$ cat src/rtl/stk_ptr_pool_if.sv
// Bundle of the pool's admission, lookup, return and status signals.
// master = pipeline side driving requests, slave = the pointer pool.
interface stk_ptr_pool_if #(
  parameter int PTR_W = 4
);
  logic             i_ad_alloc;
  logic             o_ad_empty;
  logic             o_ad_busy;
  logic             o_lk_ptr_vld;
  logic [PTR_W-1:0] o_lk_ptr_w;
  logic             i_dealloc_vld;
  logic [PTR_W-1:0] i_dealloc_ptr;
  logic [PTR_W:0]   o_free_cnt;
  logic             o_err_underflow;
  logic             o_err_overflow;

  modport master (
    output i_ad_alloc, i_dealloc_vld, i_dealloc_ptr,
    input  o_ad_empty, o_ad_busy, o_lk_ptr_vld, o_lk_ptr_w,
    input  o_free_cnt, o_err_underflow, o_err_overflow
  );

  modport slave (
    input  i_ad_alloc, i_dealloc_vld, i_dealloc_ptr,
    output o_ad_empty, o_ad_busy, o_lk_ptr_vld, o_lk_ptr_w,
    output o_free_cnt, o_err_underflow, o_err_overflow
  );
endinterface

$ cat src/rtl/stk_ptr_pool.sv
// Free-pointer pool: LIFO of unallocated descriptor pointers with one grant
// and one return per cycle, alloc/return bypass and error pulses.
//
// state   | meaning
// --------+-----------------------------------------------------------
// S_INIT  | filling stk[] with N-1 downto RSVD_N, one entry per cycle
// S_READY | serving allocations and returns
module stk_ptr_pool #(
  parameter int PTR_W  = 4,
  parameter int RSVD_N = 1
) (
  input  logic          clk,
  input  logic          arst_n,
  stk_ptr_pool_if.slave bus
);
  localparam int N = 2 ** PTR_W;
  localparam logic [PTR_W:0]   LIMIT    = (PTR_W+1)'(N - RSVD_N);
  localparam logic [PTR_W:0]   LIMIT_M1 = (PTR_W+1)'(N - RSVD_N - 1);
  localparam logic [PTR_W-1:0] RSVD_V   = PTR_W'(RSVD_N);
  localparam logic [PTR_W-1:0] MAXP     = PTR_W'(N - 1);
  localparam logic [PTR_W-1:0] ONE_P    = PTR_W'(1);
  localparam logic [PTR_W:0]   ONE_S    = (PTR_W+1)'(1);

  typedef enum logic {S_INIT, S_READY} state_t;

  state_t           r_state;
  logic [PTR_W:0]   r_sp;
  logic [PTR_W-1:0] r_stk [N];
  logic [PTR_W-1:0] r_ptr;
  logic             r_vld;
  logic             r_under;
  logic             r_over;

  logic             w_ready;
  logic             w_legal_d;
  logic             w_bad_d;
  logic             w_bypass;
  logic             w_pop;
  logic             w_push;
  logic             w_underflow;
  logic             w_overflow;
  logic [PTR_W-1:0] w_wr_idx;
  logic [PTR_W-1:0] w_top_idx;
  logic [PTR_W-1:0] w_init_val;

  assign w_ready   = (r_state == S_READY);
  // Returns of reserved pointers are rejected; an alloc in the same cycle
  // then falls back to a normal pop.
  assign w_legal_d = bus.i_dealloc_vld && (bus.i_dealloc_ptr >= RSVD_V);
  assign w_bad_d   = bus.i_dealloc_vld && !w_legal_d;
  assign w_bypass  = w_ready && bus.i_ad_alloc && w_legal_d;
  assign w_pop     = w_ready && bus.i_ad_alloc && !w_legal_d && (r_sp != '0);
  assign w_push    = w_ready && !bus.i_ad_alloc && w_legal_d && (r_sp < LIMIT);

  assign w_underflow = bus.i_ad_alloc &&
                       (!w_ready || (!w_legal_d && (r_sp == '0)));
  assign w_overflow  = bus.i_dealloc_vld &&
                       (!w_ready || w_bad_d || (!bus.i_ad_alloc && (r_sp >= LIMIT)));

  assign w_wr_idx   = r_sp[PTR_W-1:0];
  assign w_top_idx  = r_sp[PTR_W-1:0] - ONE_P;
  assign w_init_val = MAXP - r_sp[PTR_W-1:0];

  // Stack storage: init fill or push of a returned pointer; no reset needed
  // because sp bounds which entries are meaningful.
  always_ff @(posedge clk) begin
    if (!w_ready) begin
      r_stk[w_wr_idx] <= w_init_val;
    end else if (w_push) begin
      r_stk[w_wr_idx] <= bus.i_dealloc_ptr;
    end
  end

  // FSM, stack pointer, grant register and error pulses.
  always_ff @(posedge clk or negedge arst_n) begin
    if (!arst_n) begin
      r_state <= S_INIT;
      r_sp    <= '0;
      r_ptr   <= '0;
      r_vld   <= 1'b0;
      r_under <= 1'b0;
      r_over  <= 1'b0;
    end else begin
      r_under <= w_underflow;
      r_over  <= w_overflow;
      r_vld   <= w_bypass || w_pop;
      if (w_bypass) begin
        r_ptr <= bus.i_dealloc_ptr;
      end else if (w_pop) begin
        r_ptr <= r_stk[w_top_idx];
      end
      case (r_state)
        S_INIT: begin
          r_sp <= r_sp + ONE_S;
          if (r_sp == LIMIT_M1) begin
            r_state <= S_READY;
          end
        end
        S_READY: begin
          if (w_pop) begin
            r_sp <= r_sp - ONE_S;
          end else if (w_push) begin
            r_sp <= r_sp + ONE_S;
          end
        end
        default: r_state <= S_INIT;
      endcase
    end
  end

  assign bus.o_ad_busy       = !w_ready;
  assign bus.o_ad_empty      = (r_sp == '0);
  assign bus.o_free_cnt      = r_sp;
  assign bus.o_lk_ptr_vld    = r_vld;
  assign bus.o_lk_ptr_w      = r_ptr;
  assign bus.o_err_underflow = r_under;
  assign bus.o_err_overflow  = r_over;
endmodule

$ cat src/flat_wrapper.sv
// flat-port wrapper written by rule: the top's interface ports become plain ports
module stk_ptr_pool_flat 
#(
  parameter int PTR_W  = 4,
  parameter int RSVD_N = 1
)
  (clk, arst_n, bus_i_ad_alloc, bus_i_dealloc_vld, bus_i_dealloc_ptr, bus_o_ad_empty, bus_o_ad_busy, bus_o_lk_ptr_vld, bus_o_lk_ptr_w, bus_o_free_cnt, bus_o_err_underflow, bus_o_err_overflow);
  stk_ptr_pool_if #(.PTR_W(PTR_W)) bus_i ();
  input  logic clk;
  input  logic arst_n;
  input wire logic [$bits(bus_i.i_ad_alloc)-1:0] bus_i_ad_alloc;
  input wire logic [$bits(bus_i.i_dealloc_vld)-1:0] bus_i_dealloc_vld;
  input wire logic [$bits(bus_i.i_dealloc_ptr)-1:0] bus_i_dealloc_ptr;
  output wire logic [$bits(bus_i.o_ad_empty)-1:0] bus_o_ad_empty;
  output wire logic [$bits(bus_i.o_ad_busy)-1:0] bus_o_ad_busy;
  output wire logic [$bits(bus_i.o_lk_ptr_vld)-1:0] bus_o_lk_ptr_vld;
  output wire logic [$bits(bus_i.o_lk_ptr_w)-1:0] bus_o_lk_ptr_w;
  output wire logic [$bits(bus_i.o_free_cnt)-1:0] bus_o_free_cnt;
  output wire logic [$bits(bus_i.o_err_underflow)-1:0] bus_o_err_underflow;
  output wire logic [$bits(bus_i.o_err_overflow)-1:0] bus_o_err_overflow;
  assign bus_i.i_ad_alloc = bus_i_ad_alloc;
  assign bus_i.i_dealloc_vld = bus_i_dealloc_vld;
  assign bus_i.i_dealloc_ptr = bus_i_dealloc_ptr;
  assign bus_o_ad_empty = bus_i.o_ad_empty;
  assign bus_o_ad_busy = bus_i.o_ad_busy;
  assign bus_o_lk_ptr_vld = bus_i.o_lk_ptr_vld;
  assign bus_o_lk_ptr_w = bus_i.o_lk_ptr_w;
  assign bus_o_free_cnt = bus_i.o_free_cnt;
  assign bus_o_err_underflow = bus_i.o_err_underflow;
  assign bus_o_err_overflow = bus_i.o_err_overflow;
  stk_ptr_pool #(.PTR_W(PTR_W), .RSVD_N(RSVD_N)) u_core (.clk(clk), .arst_n(arst_n), .bus(bus_i));
endmodule
$ cat config.mk
export PLATFORM = sky130hd
export DESIGN_NAME = stk_ptr_pool_flat
export DESIGN_NICKNAME = d
export VERILOG_FILES = /design/src/rtl/stk_ptr_pool_if.sv /design/src/rtl/stk_ptr_pool.sv /design/src/flat_wrapper.sv
export SDC_FILE = /design/constraint.sdc
export NUM_CORES = 1
export LEC_CHECK = 0
export ABC_AREA = 0
export CAP_MARGIN = 15
export CORE_MARGIN = 2
export CORE_UTILIZATION = 53
export CTS_CLUSTER_SIZE = 24
export DETAILED_ROUTE_END_ITERATION = 8
export PLACE_DENSITY = 0.75
export SLEW_MARGIN = 15
export SYNTH_ARGS = -nofsm -noshare
export SYNTH_HDL_FRONTEND = slang
export SYNTH_SLANG_ARGS = --single-unit
$ cat constraint.sdc
create_clock -name clk -period 2.31 [get_ports clk]
set_clock_uncertainty 0.1 [all_clocks]
set_input_delay 0.3465 -clock clk [delete_from_list [all_inputs] [get_ports clk]]
set_output_delay 0.3465 -clock clk [all_outputs]
set_load 0.02 [all_outputs]
==> summary.md <==
| Metric | Value |
|---|---|
| Status | `complete, no violations` |
| Clk buf depth | `2` |
| Vias in the first global route | `~2.3k` |
| Synth top area share | `a little over half` |
| Register area share after synthesis | `61.3%` |
| Share of layout cells above drive strength 1 | `28.0%` |
| CP Launch Type | `flip-flop` |
| Post CTS Setup Buffer Count | `0` |
| Die height | `around 87 um` |
| Syn Std Cell Area | `between 0.003 and 0.004 mm2` |
| Tcrit/Tclk final | `about 97%` |
| DR WL/cell | `approximately 20 um` |
| Final instance area | `0.00448 mm2` |
| Reg clk slew, reported paths | `roughly 0.09 ns` |
| Critical Path RT | `between 2 and 2.5 ns` |
| Most common cell after layout, fill and taps aside | `edfxtp_1` |
| Largest net degree at the start of global routing | `24` |
| Worst path cell trace | `inv_6 > ha_4 > mux4_2 > mux2i_1 > o22a_1 > a31oi_1 > a221o_1` |
| EDFF count, synth | `64` |
| Fmax | `around 440 MHz` |
| Max IR drop VDD | `0.728 mV` |
| GP Congestion | `between 0.8 and 0.9` |
| Reg2reg path depth | `7` |
| Leakage power | `between 1.5 and 2 nW` |
| First-pass GRT wire length | `about 12,000 um` |
| Slew Limit Fails | `0` |
| Setup WS post-layout | `0.0606 ns` |
| Dpl ws | `-0.261 ns` |
| Die area | `0.00760 mm2` |
| Synthesized area per cell | `approximately 15 um2` |
| PnR Total Power | `~6.1 mW` |
| First-pass DRT Iterations | `4` |
| Initial Util | `between 50 and 60%` |
| Inserted Diodes | `0` |
| Comb pwr share | `between 50% and 60%` |
| TritonCTS clock tree | `done` |
| Post-DRT Antenna Nets | `0` |
| Aggregate global routing overflow | `0` |
| Final hold vios | `0` |
| Final Core Density | `66.3%` |
| DRC | `0` |
| Buffers & Inverters on Critical Path | `1` |
| PortBufs | `21` |
| H-tree Lvls | `3` |
| Clock sinks | `77` |
| Fillers | `a little under 500` |
| Total Wirelength | `7730 um` |
| Cell Int Power | `3.79 mW` |
| Arr. time, crit path | `2.38 ns` |
| WHS | `0.282 ns` |
| Clock power frac | `between 10% and 20%` |
| Synthesis-to-layout area growth | `22.2%` |
| Syn nets | `260` |
| Clock latency on the worst-skew pair | `approximately 0.35 ns` |
| PD cells | `between 1000 and 1500 mW/mm2` |
| Core Area | `just under 0.007 mm2` |
| Max cap viols | `0` |
| Synth area leaders | `edfxtp_1, dfrtp_1, mux4_1` |
| Clock root buffer | `clkbuf_8` |
| Finish-stage setup viols | `0` |
| Initial antenna violation count | `0` |
| GRT Total Usage | `between 20 and 25%` |
| Post-synth ARST share | `between 10% and 20%` |
| Layout Nets | `roughly 320` |
| R2R Setup Slk | `about 0.061 ns` |
| Detailed placer's ending HPWL | `5390 um` |
| Max stage delay on crit path | `roughly 0.44 ns` |
| Via density | `5.84` |
| Hold-fix buffers, CTS | `0` |
| CP top delay family | `multiplexers` |
| Critical path's slowest cell | `dfrtp_2` |
| Slew HR | `between 50% and 60%` |
| IO Pins | `22` |
| Post-synth cell types | `48` |
| Critical Path Fanout Max | `19` |
| Worst slew pin tran | `~0.64 ns` |
| Switching share of power | `between 30% and 40%` |
| Most frequent cells in the layout | `edfxtp_1, buf_4, nor2_1` |
| CTS Buf Count | `9` |
| Setup crit end kind | `flip-flop` |
| Sequential share of power | `33.4%` |
| Crit path depth | `7` |
| Rows | `30` |
| HP Class | `in2async` |
| Mapped Cells | `around 250` |
| Synth area leader | `edfxtp_1` |
| Switch Pwr | `between 2 and 2.5 mW` |
| Setup repair after global routing missed its margin | `yes` |
| Yosys reg bits | `77` |
| DR vias | `~2.3k` |
| YS warnings | `0` |
| Cell Area, Placed | `0.00427 mm2` |
| Min Tclk post-route | `about 2.2 ns` |
| Die width | `roughly 87 um` |
| Kind of critical path | `reg2reg` |
| DRT iter0 DRCs | `170` |
| Ys flop type | `edfxtp_1` |
==> repair_timing <==
action | 4_1_cts | 5_1_grt
gates resized for setup | 3 | 11
pin swaps | 0 | 1
setup endpoints to repair | 1 | 34
==> path summary, 6_finish.rpt <==
check,start,end
min,arst_n,u_core.bus.o_err_overflow
max,u_core.bus.o_free_cnt[0],u_core.bus.o_lk_ptr_w[0]
max reg2reg,u_core.bus.o_free_cnt[0],u_core.bus.o_lk_ptr_w[0]
max in group asynchronous,arst_n,u_core.bus.o_free_cnt[0]
min reg2reg,u_core.bus.o_lk_ptr_w[2],u_core.bus.o_lk_ptr_w[2]
min in group clk,u_core.bus.o_lk_ptr_w[2],u_core.bus.o_lk_ptr_w[2]
==> kinds of logic (layout without fill, tap and decap cells) <==
| group | Yosys count | after routing | synth area share (%) |
|---|---|---|---|
| adder cells (fa/ha/maj) | 6 | 6 | 2.05 |
| flip-flops | 77 | 77 | 61.3 |
| AO/OA/AOI/OAI | 43 | 43 | 8.70 |
| multiplexers | 32 | 32 | 14.4 |
| AND/OR/NAND/NOR | 61 | 61 | 8.16 |
| buffers and inverters | 24 | 92 | 4.64 |
| XOR/XNOR | 3 | 3 | 0.717 |
==> sequential cells by signal, summed over array words and instances, names as in the netlist <==
name	count
u_core.r_state	1
u_core.bus.o_lk_ptr_vld	1
u_core.bus.o_lk_ptr_w	4
u_core.bus.o_err_overflow	1
u_core.bus.o_free_cnt	5
u_core.bus.o_err_underflow	1
u_core.r_stk	64
==> per-stage QoR <==
step	TNS [ns]	cells
2_1_floorplan	-0.727	246
3_3_place_gp	-6.64	378
3_5_place_dp	-13.48	378
4_1_cts	0	394
5_1_grt	-0.0643	394
6_report	0	394
==> synth_stat cells (2+ instances only) <==
cell,number
edfxtp_1,64
nor2_1,21
mux2i_1,18
dfrtp_1,13
nand2_1,11
o21ai_0,10
mux4_1,9
a21oi_1,8
inv_1,8
nor3_1,8
ha_1,6
and3_1,5
buf_6,5
mux4_2,5
nand3_1,5
clkbuf_1,4
a221o_1,3
a31oi_1,3
nor4_1,3
buf_2,2
clkbuf_8,2
nand2b_1,2
o21a_1,2
o221ai_1,2
o22a_1,2
o41ai_2,2
xnor2_1,2
==> metal layers <==
metal | vias up | track usage (%) | share of wire [%]
met3 | 7 | 4.55 | 5.1
met1 | 1143 | 29.3 | 44
met5 | - | 0 | 0
li1 | 1089 | - | -
met2 | 63 | 36.5 | 50
met4 | 0 | 7.13 | 1.3
==> layout make-up <==
class | instances | area [um2] | area share, %
clock inverter | 6 | 47.5 | 1.06
inverter | 9 | 38.8 | 0.866
sequential | 77 | 2250 | 50.2
timing repair buffer | 67 | 601 | 13.4
tap | 80 | 100 | 2.24
clock buffer | 10 | 128 | 2.85
multi-input combinational | 145 | 1320 | 29.4
==> power groups by stage <==
stage | Sequential, mW | Clock (mW) | Combinational (mW)
2_1_floorplan | 2.16 | 0 | 2.00
3_3_place_gp | 2.06 | 0 | 3.06
3_5_place_dp | 2.08 | 0 | 3.11
4_1_cts | 2.05 | 0.939 | 3.12
5_1_grt | 2.07 | 0.988 | 3.41
6_report | 2.05 | 0.924 | 3.16
Power figures use the tool's default switching activity.
